## src/rtl/mips_cpu_pkg.sv

```systemverilog
// Shared MIPS CPU definitions: reset vector, instruction loader states and the
// byte-lane swap used between big-endian program images and the fetch port.
package mips_cpu_pkg;

    localparam logic [31:0] RESET_VECTOR = 32'hBFC00000;

    typedef enum logic [1:0] {
        IDLE = 2'd0,
        LOAD = 2'd1,
        DONE = 2'd2
    } loader_state_t;

    function automatic logic [31:0] bswap32(input logic [31:0] w);
        return {w[7:0], w[15:8], w[23:16], w[31:24]};
    endfunction

endpackage

```

## src/rtl/mips_cpu_instr_loader.sv

```systemverilog
// Byte-serial program loader: assembles big-endian bytes into words and emits
// array writes until load_last arrives or the array is full.
//
// state | meaning
// IDLE  | no load since reset, bytes ignored
// LOAD  | accepting bytes, load_ready high
// DONE  | load finished (normally or on full array), bytes ignored
module mips_cpu_instr_loader
    import mips_cpu_pkg::*;
#(
    parameter int DEPTH_WORDS = 64
) (
    input  logic                             clk,
    input  logic                             reset,
    input  logic                             load_start,
    input  logic                             load_valid,
    input  logic [7:0]                       load_byte,
    input  logic                             load_last,
    output logic                             load_ready,
    output logic                             loaded,
    output logic                             load_error,
    output logic [$clog2(DEPTH_WORDS):0]     word_count,
    output logic                             load_active,
    output logic                             wr_en,
    output logic [$clog2(DEPTH_WORDS)-1:0]   wr_addr,
    output logic [31:0]                      wr_data
);

    localparam int AW = $clog2(DEPTH_WORDS);
    localparam logic [AW-1:0] LAST_PTR = AW'(DEPTH_WORDS - 1);

    loader_state_t state_q, state_d;
    logic [AW-1:0] ptr_q;
    logic [1:0]    byte_idx_q;
    logic [31:0]   asm_q;
    logic          accept;

    always_comb begin
        state_d = state_q;
        accept  = 1'b0;
        wr_en   = 1'b0;
        wr_addr = ptr_q;
        // Unfilled low bytes are still zero in asm_q, which gives the padding.
        wr_data = asm_q | ({load_byte, 24'h000000} >> {byte_idx_q, 3'b000});
        case (state_q)
            IDLE: begin
                if (load_start) state_d = LOAD;
            end
            LOAD: begin
                if (load_start) begin
                    state_d = LOAD;
                end else if (load_valid) begin
                    accept = 1'b1;
                    wr_en  = (byte_idx_q == 2'd3) || load_last;
                    if (load_last)
                        state_d = DONE;
                    else if (byte_idx_q == 2'd3 && ptr_q == LAST_PTR)
                        state_d = DONE;
                end
            end
            DONE: begin
                if (load_start) state_d = LOAD;
            end
            default: state_d = IDLE;
        endcase
    end

    assign load_ready  = (state_q == LOAD);
    assign load_active = (state_q == LOAD);

    always_ff @(posedge clk) begin
        if (reset) begin
            state_q    <= IDLE;
            ptr_q      <= '0;
            byte_idx_q <= '0;
            asm_q      <= '0;
            loaded     <= 1'b0;
            load_error <= 1'b0;
            word_count <= '0;
        end else begin
            state_q <= state_d;
            if (load_start) begin
                ptr_q      <= '0;
                byte_idx_q <= '0;
                asm_q      <= '0;
                loaded     <= 1'b0;
                load_error <= 1'b0;
            end else if (accept) begin
                if (wr_en) begin
                    asm_q      <= '0;
                    byte_idx_q <= '0;
                    ptr_q      <= ptr_q + 1'b1;
                    if (load_last) begin
                        loaded     <= 1'b1;
                        word_count <= {1'b0, ptr_q} + (AW + 1)'(1);
                    end else if (ptr_q == LAST_PTR) begin
                        loaded     <= 1'b1;
                        load_error <= 1'b1;
                        word_count <= (AW + 1)'(DEPTH_WORDS);
                    end
                end else begin
                    asm_q      <= wr_data;
                    byte_idx_q <= byte_idx_q + 1'b1;
                end
            end
        end
    end

endmodule

```

## src/rtl/mips_cpu_instr_memory.sv

```systemverilog
// Instruction-side memory: word array at BASE_ADDR filled by the byte loader,
// read combinationally by the CPU fetch port in CPU byte-lane order.
module mips_cpu_instr_memory
    import mips_cpu_pkg::*;
#(
    parameter logic [31:0] BASE_ADDR   = RESET_VECTOR,
    parameter int          DEPTH_WORDS = 64
) (
    input  logic                           clk,
    input  logic                           reset,
    input  logic [31:0]                    instr_address,
    output logic [31:0]                    instr_readdata,
    output logic                           fetch_fault,
    input  logic                           load_start,
    input  logic                           load_valid,
    input  logic [7:0]                     load_byte,
    input  logic                           load_last,
    output logic                           load_ready,
    output logic                           loaded,
    output logic                           load_error,
    output logic [$clog2(DEPTH_WORDS):0]   word_count
);

    localparam int AW = $clog2(DEPTH_WORDS);

    logic [31:0]   mem [DEPTH_WORDS];
    logic          wr_en;
    logic [AW-1:0] wr_addr;
    logic [31:0]   wr_data;
    logic          load_active;
    logic [29:0]   word_off;
    logic [AW-1:0] idx;
    logic          in_range;
    logic          aligned;

    mips_cpu_instr_loader #(.DEPTH_WORDS(DEPTH_WORDS)) u_loader (
        .clk         (clk),
        .reset       (reset),
        .load_start  (load_start),
        .load_valid  (load_valid),
        .load_byte   (load_byte),
        .load_last   (load_last),
        .load_ready  (load_ready),
        .loaded      (loaded),
        .load_error  (load_error),
        .word_count  (word_count),
        .load_active (load_active),
        .wr_en       (wr_en),
        .wr_addr     (wr_addr),
        .wr_data     (wr_data)
    );

    always_ff @(posedge clk) begin
        if (reset) begin
            for (int i = 0; i < DEPTH_WORDS; i++) mem[i] <= '0;
        end else if (wr_en) begin
            mem[wr_addr] <= wr_data;
        end
    end

    // Word-granular offset; addresses below BASE_ADDR wrap high and fall out of range.
    assign word_off = instr_address[31:2] - BASE_ADDR[31:2];
    assign idx      = word_off[AW-1:0];
    assign in_range = word_off < 30'(DEPTH_WORDS);
    assign aligned  = (instr_address[1:0] == 2'b00);

    assign instr_readdata = (in_range && aligned && !load_active) ? bswap32(mem[idx]) : 32'h0;
    assign fetch_fault    = !aligned || (in_range && load_active);

endmodule

```

## config.mk

```make
export PLATFORM = sky130hd
export DESIGN_NAME = mips_cpu_instr_memory
export DESIGN_NICKNAME = d
export VERILOG_FILES = /design/src/rtl/mips_cpu_pkg.sv /design/src/rtl/mips_cpu_instr_loader.sv /design/src/rtl/mips_cpu_instr_memory.sv
export SDC_FILE = /design/constraint.sdc
export NUM_CORES = 2
export LEC_CHECK = 0
export BUFFER_PORTS_ARGS = -buffer_cell sky130_fd_sc_hd__buf_2
export CAP_MARGIN = 20
export CORE_AREA = 8 8 460 462
export DETAILED_ROUTE_END_ITERATION = 8
export DIE_AREA = 0 0 468 470
export PLACE_DENSITY_LB_ADDON = 0.05
export SYNTH_ARGS = -nofsm -noshare
export SYNTH_HDL_FRONTEND = slang
export SYNTH_SLANG_ARGS = --single-unit
```

## constraint.sdc

```tcl
create_clock -name clk -period 4.7 [get_ports clk]
set_input_delay 1.41 -clock clk [delete_from_list [all_inputs] [get_ports clk]]
set_output_delay 1.41 -clock clk [all_outputs]
set_load 0.02 [all_outputs]
```

==> metrics.md <==
| Metric | Value |
|---|---|
| Crit-path max FO | `7` |
| Final nets | `6,971` |
| Min-delay worst type | `flop to flop` |
| Post-CTS Hold Buffers | `0` |
| Fillers | `16,770` |
| Final hold vios | `0` |
| Busiest grt layer | `met2` |
| Cell taking the most area after synthesis | `edfxtp_1` |
| Routed via count | `59,462` |
| DRC viols | `0` |
| Vias in the first global route | `57,802` |
| Final hold slack | `0.458 ns` |
| Grt met3 use | `0.0418` |
| Setup Skew | `0.0318 ns` |
| Crit path max-delay family | `buffers and inverters` |
| Routed wire length | `339 mm` |
| Power density cells | `382 mW/mm2` |
| Failing checks | `negative setup slack` |
| RSZ-0062 raised after global routing | `yes` |
| WS Path Type | `input pin to output port` |
| Critical path data arrival time | `3.84 ns` |
| Die Y-Extent | `470 um` |
| IR drop worst, VDD | `415 uV` |
| Post-synthesis register bit count | `2,099` |
| Worst-Margin Slew | `1.16 ns` |
| Status | `complete, but fails checks` |
| I/O pin total | `88` |
| Gate Count Post-Synth | `6,378` |
| Area delta synth->final | `21.1%` |
| Final ANT Viol Nets | `0` |
| Syn_area_per_cell | `14.3 um2` |
| Site Rows | `166` |
| Max Clock Freq | `191 MHz` |
| Met1 Track Usage GR | `0.424` |
| Top post-synthesis cells by area | `edfxtp_1 (67%), mux4_2 (10%), nor2_1 (8.9%)` |
| Initial antenna violation count | `7` |
| CP Buf/Inv Count | `7` |
| CP max-delay cell | `mux4_2` |
| Crit start category | `input pin` |
| Hpwl dp | `210 mm` |
| Pre-antenna DRT Iters | `6` |
| Mapped Area | `0.0914 mm2` |
| Top cells by instance count after synthesis | `nor2_1 (2,161), edfxtp_1 (2,048), clkbuf_1 (434), mux4_2 (411), mux2i_1 (206)` |
| Syn nets | `6,425` |
| R2R setup slack | `1.19 ns` |
| Clk slew on worst S/H paths | `0.06 ns` |
| PortBufs | `87` |
| Cell with the most instances after synthesis | `nor2_1` |
| Post-synth cell types | `74` |
| Crit path largest cell delay | `0.55 ns` |
| Main synth FF type | `edfxtp_1` |
| Register area share after synthesis | `0.684` |
| Total CTS buffers | `226` |
| Yosys top cell area share | `0.673` |
| TritonCTS sink count | `2,099` |
| # H-tree levels | `4` |
| Worst Setup End Kind | `output port` |
| Number of synthesized flops with an enable pin | `2,048` |
| Max-slew headroom | `0.227` |
| Layout cell share with drive strength beyond 1 | `0.284` |
| Fraction of registers with async set/reset | `0` |
| Setup Viol. Count Final | `32` |
| Die area | `0.220 mm2` |
| Die extent in x | `468 um` |
| Initial Utilization | `0.448` |
| Setup Slack @ Placement | `-1.35 ns` |
| Initial drt markers | `7,915` |
| Drt wl/cell | `34.6 um` |
| Root Buffer | `clkbuf_16` |
| Fin. max-slew vios | `0` |
| Most frequent CP cell | `buf_4` |
| Leakage | `36.7 nW` |
| Clk_lat worst skew | `0.88 ns` |
| CORE AREA | `0.204 mm2` |
| Grt total ovfl | `0` |
| Required @ worst endpoint | `3.29 ns` |
| Via density | `6.07` |
| Largest net degree at the start of global routing | `74` |
| First-pass GRT wire length | `468 mm` |
| Global-route usage over all layers | `0.302` |
| GP Congestion | `0.879` |
| Critical-path cell list | `buf_16 > buf_16 > buf_4 > mux4_2 > a221oi_1 > o21ai_4 > buf_6 > nand2_1 > buf_4 > a2111oi_4 > buf_4 > buf_6` |
| Max_cap viols | `0` |
| Period utilization | `1.12` |
| Final Worst Setup Slack | `-0.547 ns` |
| CTS tree | `done` |
| M2 GR Usage | `0.475` |
| Max Root-Sink Buffers | `3` |
| Synth warn | `0` |
| Tmin final | `5.25 ns` |
==> state kept, by name, summed over array words and instances, names as in the netlist <==
register,cells
u_loader.loaded,1
u_loader.wr_addr,6
u_loader.word_count,7
mem,2048
u_loader.state_q,2
u_loader.byte_idx_q,2
u_loader.load_error,1
u_loader.asm_q,32
==> through the flow <==
stage,power [W],area [um2],utilization,setup TNS [ns],instances
finish,0.0423,111000,0.542,-14.14,9800
detailed placement,0.0256,100000,0.490,-29.46,9252
floorplan,0.0236,91400,-,-1.02,6378
global placement,0.0255,99900,0.490,-30.41,9251
global route,0.0433,111000,0.542,-15.82,9800
CTS,0.0424,110000,0.537,-14.31,9752
==> cell type report <==
class	instances	area (um2)	area share
flip-flops and latches	2099	62500	0.565
multi-input cells	3629	27400	0.248
repair buffers	962	10500	0.0949
clock buffers	295	6020	0.0544
well taps	2688	3360	0.0304
clock inverters	117	718	0.00649
inverters	6	41.3	0.000373
diodes	4	10.0	0.0000905
==> per-layer routing <==
layer | routed length [um] | vias up
met1 | 135000 | 31294
met3 | 28600 | 546
met2 | 159000 | 3158
met5 | 0 | -
li1 | - | 24464
met4 | 16200 | 0
==> kinds of logic after synthesis <==
family / Yosys count / share of synthesized area
and+or+nand+nor: 2573 / 0.112
DFF: 2099 / 0.684
muxes: 662 / 0.136
buffers and inverters: 651 / 0.0370
AOI/OAI and AO/OA: 383 / 0.0298
xor gates and xnor gates: 8 / 0.000767
adders and majority gates: 2 / 0.000274
==> worst reg2reg max path: stages (launching register included) <==
cell	delay [ns]
dfxtp_1	0.57
ha_1	0.30
nor2_1	0.11
and2b_2	0.29
nand2b_1	0.08
buf_4	0.21
nor2b_1	0.44
buf_4	0.30
nand2_2	0.32
nand2b_2	0.21
buf_4	0.33
==> where the power goes <==
part           total [W]  internal (W)  switching [W]  leakage, nW
clock network     0.0166       0.00917        0.00747         3.29
registers         0.0216        0.0213       0.000230         20.1
logic            0.00406       0.00169        0.00237         13.3
total             0.0423        0.0322         0.0101         36.7
==> what timing repair did <==
item,4_1_cts,5_1_grt
pin swaps,82,75
resized for setup,376,148
gates cloned,18,3
setup buffers,81,53
setup endpoints to repair,32,32
==> cell usage in the layout, fill, tap and decap left out, types with 49 or more instances in the layout <==
cell type,count
buf_4,583
nor2_1,2140
nand2_1,155
mux2i_1,195
clkbuf_16,234
clkbuf_1,64
buf_12,172
edfxtp_1,2048
buf_2,49
dfxtp_1,51
buf_6,104
nand2b_2,66
mux4_2,422
clkinv_1,57
==> path summary, 6_finish.rpt <==
check,startpoint,to,cells past startpoint
max,instr_address[2],instr_readdata[23],12
min,u_loader.loaded$_SDFFE_PP0P_,u_loader.loaded$_SDFFE_PP0P_,2
max reg2reg,u_loader.byte_idx_q[1]$_SDFFE_PP0P_,mem[24][30]$_SDFFCE_PN0P_,10
min reg2reg,u_loader.loaded$_SDFFE_PP0P_,u_loader.loaded$_SDFFE_PP0P_,2
Power figures use the tool's default switching activity.
